$ cat config.mk
export PLATFORM = sky130hd
export DESIGN_NAME = dcache_direct_mapped
export DESIGN_NICKNAME = d
export VERILOG_FILES = /design/src/rtl/dcache_direct_mapped.sv
export SDC_FILE = /design/constraint.sdc
export NUM_CORES = 1
export LEC_CHECK = 0
export CELL_PAD_IN_SITES_DETAIL_PLACEMENT = 0
export CELL_PAD_IN_SITES_GLOBAL_PLACEMENT = 1
export CORE_ASPECT_RATIO = 0.9
export CORE_MARGIN = 4
export CORE_UTILIZATION = 44
export CTS_BUF_LIST = sky130_fd_sc_hd__clkbuf_4 sky130_fd_sc_hd__clkbuf_8 sky130_fd_sc_hd__clkbuf_16
export DETAILED_ROUTE_END_ITERATION = 7
export PLACE_DENSITY = 0.83
export SYNTH_ARGS = -nofsm -noshare
export SYNTH_HDL_FRONTEND = slang
export SYNTH_SLANG_ARGS = --single-unit
$ cat constraint.sdc
create_clock -name CLK -period 3.23 [get_ports CLK]
set_clock_uncertainty 0.05 [all_clocks]
set_input_delay 0.646 -clock CLK [delete_from_list [all_inputs] [get_ports CLK]]
set_output_delay 0.646 -clock CLK [all_outputs]
set_load 0.02 [all_outputs]
$ cat src/rtl/dcache_direct_mapped.sv
`default_nettype none
// ============================================================================
// Module   : dcache_direct_mapped
// Brief    : Direct-mapped write-back/write-allocate data cache, 8-bit cpu
//            port, 4-byte block memory port. DCACHE_STATS_EN adds hit/miss
//            counters.
// Revision : 1.0
// ============================================================================
module dcache_direct_mapped #(
    parameter int INDEX_BITS  = 3,
    parameter int BLOCK_BYTES = 4
) (
    input  logic        CLK,
    input  logic        RESET,
    input  logic        READ,
    input  logic        WRITE,
    input  logic [7:0]  ADDRESS,
    input  logic [7:0]  WRITEDATA,
    output logic [7:0]  READDATA,
    output logic        BUSYWAIT,
    output logic        mem_read,
    output logic        mem_write,
    output logic [5:0]  mem_address,
    output logic [31:0] mem_writedata,
`ifdef DCACHE_STATS_EN
    output logic [15:0] hit_count,
    output logic [15:0] miss_count,
`endif
    input  logic [31:0] mem_readdata,
    input  logic        mem_busywait
);

    localparam int c_tag_w   = 8 - 2 - INDEX_BITS;
    localparam int c_lines   = 1 << INDEX_BITS;
    localparam int c_block_w = BLOCK_BYTES * 8;

    typedef enum logic [1:0] {
        S_IDLE       = 2'd0,
        S_WRITE_BACK = 2'd1,
        S_FETCH      = 2'd2,
        S_UPDATE     = 2'd3
    } state_t;

    state_t                 state_q, state_d;
    logic                   mem_read_q, mem_read_d;
    logic                   mem_write_q, mem_write_d;
    logic [5:0]             mem_address_q, mem_address_d;
    logic [31:0]            mem_writedata_q, mem_writedata_d;
    logic [c_lines-1:0]     valid_q, valid_d;
    logic [c_lines-1:0]     dirty_q, dirty_d;
    logic [c_tag_w-1:0]     tag_q  [c_lines];
    logic [c_tag_w-1:0]     tag_d  [c_lines];
    logic [c_block_w-1:0]   data_q [c_lines];
    logic [c_block_w-1:0]   data_d [c_lines];

    logic [INDEX_BITS-1:0]  w_index;
    logic [c_tag_w-1:0]     w_tag;
    logic [1:0]             w_offset;
    logic [c_block_w-1:0]   w_line;
    logic                   w_req, w_hit, w_idle;

    assign w_index  = ADDRESS[2 +: INDEX_BITS];
    assign w_tag    = ADDRESS[7 -: c_tag_w];
    assign w_offset = ADDRESS[1:0];
    assign w_line   = data_q[w_index];
    assign w_req    = READ | WRITE;
    assign w_hit    = valid_q[w_index] && (tag_q[w_index] == w_tag);
    assign w_idle   = (state_q == S_IDLE);

    assign BUSYWAIT      = !w_idle || (w_req && !w_hit);
    assign READDATA      = (w_idle && w_hit) ? w_line[{w_offset, 3'b000} +: 8] : 8'h00;
    assign mem_read      = mem_read_q;
    assign mem_write     = mem_write_q;
    assign mem_address   = mem_address_q;
    assign mem_writedata = mem_writedata_q;

    always_comb begin
        state_d         = state_q;
        mem_read_d      = mem_read_q;
        mem_write_d     = mem_write_q;
        mem_address_d   = mem_address_q;
        mem_writedata_d = mem_writedata_q;
        valid_d         = valid_q;
        dirty_d         = dirty_q;
        tag_d           = tag_q;
        data_d          = data_q;
        case (state_q)
            S_IDLE: begin
                if (w_req) begin
                    if (w_hit) begin
                        if (WRITE) begin
                            data_d[w_index][{w_offset, 3'b000} +: 8] = WRITEDATA;
                            dirty_d[w_index] = 1'b1;
                        end
                    end else if (valid_q[w_index] && dirty_q[w_index]) begin
                        state_d         = S_WRITE_BACK;
                        mem_write_d     = 1'b1;
                        mem_address_d   = {tag_q[w_index], w_index};
                        mem_writedata_d = w_line;
                    end else begin
                        state_d       = S_FETCH;
                        mem_read_d    = 1'b1;
                        mem_address_d = ADDRESS[7:2];
                    end
                end
            end
            S_WRITE_BACK: begin
                if (!mem_busywait) begin
                    state_d         = S_FETCH;
                    mem_write_d     = 1'b0;
                    mem_writedata_d = '0;
                    mem_read_d      = 1'b1;
                    mem_address_d   = ADDRESS[7:2];
                end
            end
            S_FETCH: begin
                // Block is captured on the completing edge, while the memory
                // still presents it; UPDATE is then a pure settle cycle.
                if (!mem_busywait) begin
                    state_d          = S_UPDATE;
                    mem_read_d       = 1'b0;
                    mem_address_d    = '0;
                    data_d[w_index]  = mem_readdata;
                    tag_d[w_index]   = w_tag;
                    valid_d[w_index] = 1'b1;
                    dirty_d[w_index] = 1'b0;
                end
            end
            S_UPDATE: state_d = S_IDLE;
            default:  state_d = S_IDLE;
        endcase
    end

    always_ff @(posedge CLK) begin
        if (RESET) begin
            state_q         <= S_IDLE;
            mem_read_q      <= 1'b0;
            mem_write_q     <= 1'b0;
            mem_address_q   <= '0;
            mem_writedata_q <= '0;
            valid_q         <= '0;
            dirty_q         <= '0;
        end else begin
            state_q         <= state_d;
            mem_read_q      <= mem_read_d;
            mem_write_q     <= mem_write_d;
            mem_address_q   <= mem_address_d;
            mem_writedata_q <= mem_writedata_d;
            valid_q         <= valid_d;
            dirty_q         <= dirty_d;
        end
        tag_q  <= tag_d;
        data_q <= data_d;
    end

`ifdef DCACHE_STATS_EN
    logic [15:0] hit_count_q, hit_count_d;
    logic [15:0] miss_count_q, miss_count_d;
    logic        post_fill_q, post_fill_d;

    // The IDLE cycle right after a fill re-evaluates an already counted access.
    always_comb begin
        hit_count_d  = hit_count_q;
        miss_count_d = miss_count_q;
        post_fill_d  = (state_q == S_UPDATE);
        if (w_idle && w_req && !post_fill_q) begin
            if (w_hit) begin
                if (hit_count_q != 16'hFFFF) hit_count_d = hit_count_q + 16'd1;
            end else begin
                if (miss_count_q != 16'hFFFF) miss_count_d = miss_count_q + 16'd1;
            end
        end
    end

    always_ff @(posedge CLK) begin
        if (RESET) begin
            hit_count_q  <= '0;
            miss_count_q <= '0;
            post_fill_q  <= 1'b0;
        end else begin
            hit_count_q  <= hit_count_d;
            miss_count_q <= miss_count_d;
            post_fill_q  <= post_fill_d;
        end
    end

    assign hit_count  = hit_count_q;
    assign miss_count = miss_count_q;
`endif

endmodule
`default_nettype wire

==> flow_summary.yaml, run 1 <==
run_status:
  status: "finished with violations"
  violations: "setup timing"
finish:
  final_cell_mix: "nor2_1 (294), edfxtp_1 (280), buf_4 (253)"
  drive_above_1_share_pct: 32.0
  design_area_um2: 20300
  nets: 1577
  final_common_cell: "nor2_1"
  syn_to_final_growth_pct: 33.4
critical_path:
  arrival_ns: 2.56
  worstSetupStartpointType: "input pin"
  r2r_cells: 11
  r2r_end: "data_q[27]"
  crit_fanout: 6
  cp_slowest_cell: "mux4_2"
  crit_type: "in2out"
  r2r_start: "tag_q[18]"
  crit_path_end_kind: "primary output"
  r2r_slack_ns: 0.31
  max_stage_delay_ns: 0.48
  startpoint: "ADDRESS[2]"
  worstPathRequired_ns: 2.53
  cp_cell_sequence: "buf_16 > buf_12 > buf_4 > buf_4 > mux2i_2 > o2bb2ai_1 > nand2_1 > o221ai_2 > mux4_2 > nor2b_1 > buf_2"
  cp_common_cell: "buf_4"
timing:
  hold_ws_ns: 0.400
  tightest_slew_ns: 0.872
  timing.fmax_mhz: 307
  finalHoldViolCount: 0
  finalSetupTns_ns: -0.0759
  slew_violations: 0
  setup_slack_ns: -0.0304
  finalCriticalPeriod_ns: 3.26
  slew_headroom_pct: 41.7
  rsz0062_at_grt: "true"
  setup_viol: 4
  period_share_pct: 101
global_route:
  antenna_found_initial: 0
  grt_pass1_wl_um: 73400
  track_usage_pct: 25.9
  grt_max_degree: 34
  first_global_vias: 11600
  grt_overflow: 0
hold_path:
  worstHoldStart: "mem_write"
  holdCritPathClass: "reg2reg"
  holdPathStages: 1
  min_to: "mem_write"
placement:
  port_buffers: 101
  gp_congestion: 0.951
  dpl_worst_slack_ns: -1.01
  place.detailed.hpwl_um: 34200
  place_area_um2: 18400
yosys:
  synth-compound-area-share_pct: 12.1
  synth-xor-area-share_pct: 0
  synth_top_family_by_area: "compound AO/OA/AOI/OAI gates"
  synth_cell_types: 67
  synth-adder-area-share_pct: 0.741
  syn_nets: 1242
  synthSimpleGateAreaFrac_pct: 10.9
  ys.flop_type: "edfxtp_1"
  synth_edf_count: 280
  async_flop_share_pct: 0
  netlist_area_um2: 15200
  yosys_warnings: 0
  yosysSeqAreaShare_pct: 63.0
  avgSynthCellArea_um2: 12.9
  syn_inst: 1180
  synthMuxAreaShare_pct: 9.85
  synth_seq_cells: 338
route:
  drt_pass1_iterations: 5
  finalWirelength_um: 49400
  num_vias: 11900
  drt_iter0_drc: 1587
  ant_nets: 0
  viasPerCell: 5.93
  route.detailed.drc: 0
  routedWlPerCell_um: 24.6
floorplanning:
  initial_core_util_pct: 44.6
  pin_count: 102
  die_w_um: 204
  core-area_um2: 34000
  rows: 64
  dieHeight_um: 184
  die_area_um2: 37600
clocking:
  cts_buffers: 35
  h-tree-depth: 2
  cts.sinks: 338
  clock_path_buffers: 3
  tritoncts: "done"
  path_clk_slew_ns: 0.06
  cts_root_buf: "clkbuf_16"
  clk_latency_ns: 0.52
pwr:
  p_total_mw: 11.1
  ir_worst_vdd_mv: 0.313
  p_per_area_nw_per_um2: 549
  power_leakage_nw: 7.34
job:
  maxCapViolations: 0
[cells by family (layout without fill, tap and decap cells)]
logic type      Yosys count  count (layout)
flops                   338             338
fa+ha+maj                 9               9
mux                      98              98
other cells               0               1
compound gates          252             252
simple gates            392             392
buf+inv                  91             452
[through the flow]
stage	utilization, %	std cells
global route	59.5	2003
detailed placement	54.1	1916
global placement	54.1	1916
CTS	59.0	1993
finish	59.5	2004
floorplan	-	1180
[power breakdown]
part	internal (mW)	switching (mW)	leakage, nW
sequential	4.81	0.0427	3.12
combinational	0.910	1.29	3.64
clock	2.40	1.66	0.584
total	8.13	2.99	7.34
[Yosys cell counts (2+ instances only)]
library cell,number,area (um2)
a21oi_1,51,255
nor2b_1,17,106
clkbuf_1,42,158
a21o_1,3,22.5
o22ai_1,8,50.1
ha_1,9,113
nand2_1,36,135
o221ai_1,2,17.5
and3_1,5,31.3
dfxtp_1,58,1160
a211oi_1,25,188
nand4_1,6,37.5
mux2_2,27,304
nand3b_1,2,15.0
buf_2,14,70.1
a22oi_2,2,25.0
mux4_2,38,856
a22oi_1,48,360
nand2b_1,4,25.0
o21ai_0,19,95.1
o21a_1,11,82.6
nor2_2,2,12.5
o21ai_1,2,10.0
o2bb2ai_1,13,114
buf_1,5,18.8
edfxtp_1,280,8410
o211ai_1,2,15.0
clkinv_1,2,7.51
buf_12,4,80.1
o22a_1,3,26.3
inv_1,3,11.3
nor2_1,299,1120
buf_4,6,45.0
a22o_1,32,280
nor4_1,2,12.5
mux2i_1,31,310
buf_6,8,90.1
nand3_1,5,25.0
inv_2,2,7.51
a221oi_1,20,175
and4_1,3,26.3
clkbuf_4,4,30.0
[critical path: cells and delay by family]
kind / cells / cell delay, ns
AOI/OAI and AO/OA: 2 / 0.28
buffers and inverters: 5 / 0.69
muxes: 2 / 0.66
and+or+nand+nor: 2 / 0.26
[cell type report]
type                    count  area (um2)
diodes                      1        2.50
clock buffers              53        1080
clock inverters            10        77.6
fillers                  2598       13800
inverters                   7        30.0
multi-input cells         751        5430
flip-flops and latches    338        9570
well taps                 462         578
repair buffers            382        3490
[state kept, by name (all words and copies together) (netlist names), named ones only]
signal         flops
valid_q            8
mem_read           1
tag_q             24
state_q            2
mem_address        6
data_q           256
mem_writedata     32
mem_write          1
[how the worst max path moves through the flow]
stage / cells past startpoint / endpoint
floorplan: 10 / READDATA[0]
global placement: 7 / READDATA[4]
detailed placement: 7 / READDATA[4]
CTS: 10 / READDATA[2]
global route: 9 / READDATA[3]
finish: 11 / READDATA[5]
[timing repair]
action / CTS / global route
setup endpoints to repair: 9 / 9
gates resized for setup: 114 / 29
pin swaps: 12 / 14
hold buffers: 0 / 0
buffers inserted: 13 / 10
gates cloned: 3 / 0
[per-layer routing]
| metal | share of wire [%] | up-vias | track usage, % | wire, um |
|---|---|---|---|---|
| met5 | 0 | - | 0 | 0 |
| met4 | 2.8 | 0 | 7.50 | 1360 |
| met3 | 12 | 100 | 6.88 | 5940 |
| met2 | 46 | 750 | 41.2 | 23000 |
| met1 | 39 | 5903 | 35.5 | 19100 |
| li1 | - | 5126 | - | - |
(Power assumes the default switching activity.)
==> run 2: changes to the inputs <==
CORE_MARGIN = 8   (was 4)
TNS_END_PERCENT = 100   (was not set)
==> run 2 against run 1 <==
Net effect: the flow still finishes with violations (setup timing); sequential share of layout area is 0.21 points lower; worst hold slack better by 0.0030 ns; first-iteration DRC count fell by 0.38%; fmax increased by 0.27%; sequential power barely moved; final cell count grew 0.30%; critical path type unchanged; highest routed layer is now met5.
==> flow_summary.yaml, run 2 (synthesis gave the netlist of run 1 again) <==
route:
  met3_wirelength_um: 6620
  finalWirelength_um: 50000
  ant_nets: 0
  num_vias: 11800
  viasPerCell: 5.88
  drt_pass1_iterations: 6
  route.detailed.drc: 0
  wl_met2_um: 22600
  routedWlPerCell_um: 24.9
  m1WireLength_um: 18600
  routed.top_layer: "met5"
  drt_iter0_drc: 1581
critical_path:
  startpoint: "ADDRESS[2]"
  worst-path-buf-inv: 3
  cp_slowest_cell: "mux4_2"
  critical_path.top_delay_family: "multiplexers"
  endpoint: "READDATA[6]"
  cp.depth: 8
  crit_fanout: 7
  max_stage_delay_ns: 0.52
  r2r_end: "data_q[243]"
  worstSetupStartpointType: "input pin"
  worstPathRequired_ns: 2.53
  crit_path_end_kind: "primary output"
  cp_common_cell: "mux4_2"
  arrival_ns: 2.56
  cp_cell_sequence: "buf_16 > bufbuf_16 > mux4_2 > nand2_1 > nand2_2 > mux4_2 > nor2b_1 > buf_4"
  crit_type: "in2out"
  r2r_start: "tag_q[12]"
  r2r_cells: 10
  r2r_slack_ns: 0.41
finish:
  utilization_pct: 59.8
  design_area_um2: 20400
  top_register: "data_q"
  nets: 1587
  drive_above_1_share_pct: 32.4
  final_cell_mix: "nor2_1 (294), edfxtp_1 (280), buf_4 (262)"
  syn_to_final_growth_pct: 34.0
  final_common_cell: "nor2_1"
  finalNonFillerCells: 2010
  largest_register_ff_count: 256
  num_antenna_cells: 0
placement:
  port_buffers: 101
  place_area_um2: 18500
  place.detailed.hpwl_um: 35000
  gp_congestion: 0.929
  dp_cells: 1924
  dpl_worst_slack_ns: -0.735
pwr:
  p_comb_share_pct: 20.3
  switching_power_mw: 2.98
  power_leakage_nw: 7.39
  ir_worst_vdd_mv: 0.345
  power_frac_clock_pct: 35.5
  internal-power_mw: 8.01
  swShare_pct: 27.1
  seq_power_share_pct: 44.2
  p_per_area_nw_per_um2: 540
timing:
  slew_violations: 0
  finalSetupTns_ns: -0.0600
  period_share_pct: 101
  setup_slack_ns: -0.0215
  tightest_slew_ns: 0.927
  finalCriticalPeriod_ns: 3.25
  finalHoldViolCount: 0
  rsz0062_at_grt: "true"
  setup_viol: 5
  timing.fmax_mhz: 308
  slew_headroom_pct: 38.2
run_status:
  violations: "setup timing"
  status: "finished with violations"
floorplanning:
  die_w_um: 212
  pin_count: 102
  die_area_um2: 40700
  core-area_um2: 34000
  dieHeight_um: 192
  rows: 64
  initial_core_util_pct: 44.6
clocking:
  clk_latency_ns: 0.52
  h-tree-depth: 2
  cts_root_buf: "clkbuf_16"
  clock_path_buffers: 3
  tritoncts: "done"
  cts_buffers: 35
  cts.sinks: 338
  path_clk_slew_ns: 0.05
  cts_hold_buf: 0
global_route:
  grt_max_degree: 33
  grt_pass1_wl_um: 72200
  first_global_vias: 11600
  antenna_found_initial: 1
  track_usage_pct: 23.7
  grt_overflow: 0
hold_path:
  holdCritPathClass: "reg2reg"
job:
  maxCapViolations: 0
[run 2: per-layer routing]
| layer | GRT usage (%) | vias to the layer above |
|---|---|---|
| li1 | - | 5146 |
| met1 | 30.7 | 5765 |
| met2 | 37.2 | 778 |
| met3 | 7.18 | 135 |
| met4 | 9.29 | 2 |
| met5 | 0 | - |
[run 2: how the worst min path moves through the flow]
stage                                 start                 to  slack [ns]  cells past startpoint
after detailed placement          mem_write          mem_write        0.39                      1
after global placement            mem_write          mem_write        0.38                      1
after floorplan                  valid_q[1]         valid_q[1]        0.39                      1
after CTS                         mem_write          mem_write        0.41                      1
final                             mem_write          mem_write        0.40                      1
after global routing      mem_writedata[12]  mem_writedata[12]        0.43                      1
[run 2: power groups by stage]
stage / sequential (mW) / clock (mW) / combinational [mW]
final: 4.86 / 3.91 / 2.23
after global routing: 4.87 / 4.10 / 2.35
after CTS: 4.86 / 3.94 / 2.12
after detailed placement: 4.95 / 0 / 2.06
after global placement: 4.94 / 0 / 2.03
after floorplan: 4.97 / 0 / 1.04
[run 2: cell type report]
cell class / count / area (um2)
Fill cell: 2629 / 13700
Timing Repair Buffer: 391 / 3580
Multi-Input combinational cell: 752 / 5500
Inverter: 7 / 26.3
Clock inverter: 11 / 81.3
Clock buffer: 49 / 1020
Sequential cell: 338 / 9570
Tap cell: 462 / 578
[run 2: stage by stage]
stage | hold WS (ns) | power (mW)
2_1_floorplan | 0.385 | 6.01
3_3_place_gp | 0.383 | 6.98
3_5_place_dp | 0.393 | 7.01
4_1_cts | 0.405 | 10.9
5_1_grt | 0.431 | 11.3
6_report | 0.403 | 11.0
[run 2: what timing repair did]
action	CTS	global route
pin swaps	9	22
hold endpoints to repair	0	0
setup buffers	9	14
gates cloned	2	4
endpoints found under the setup margin	9	9
resized for setup	96	58
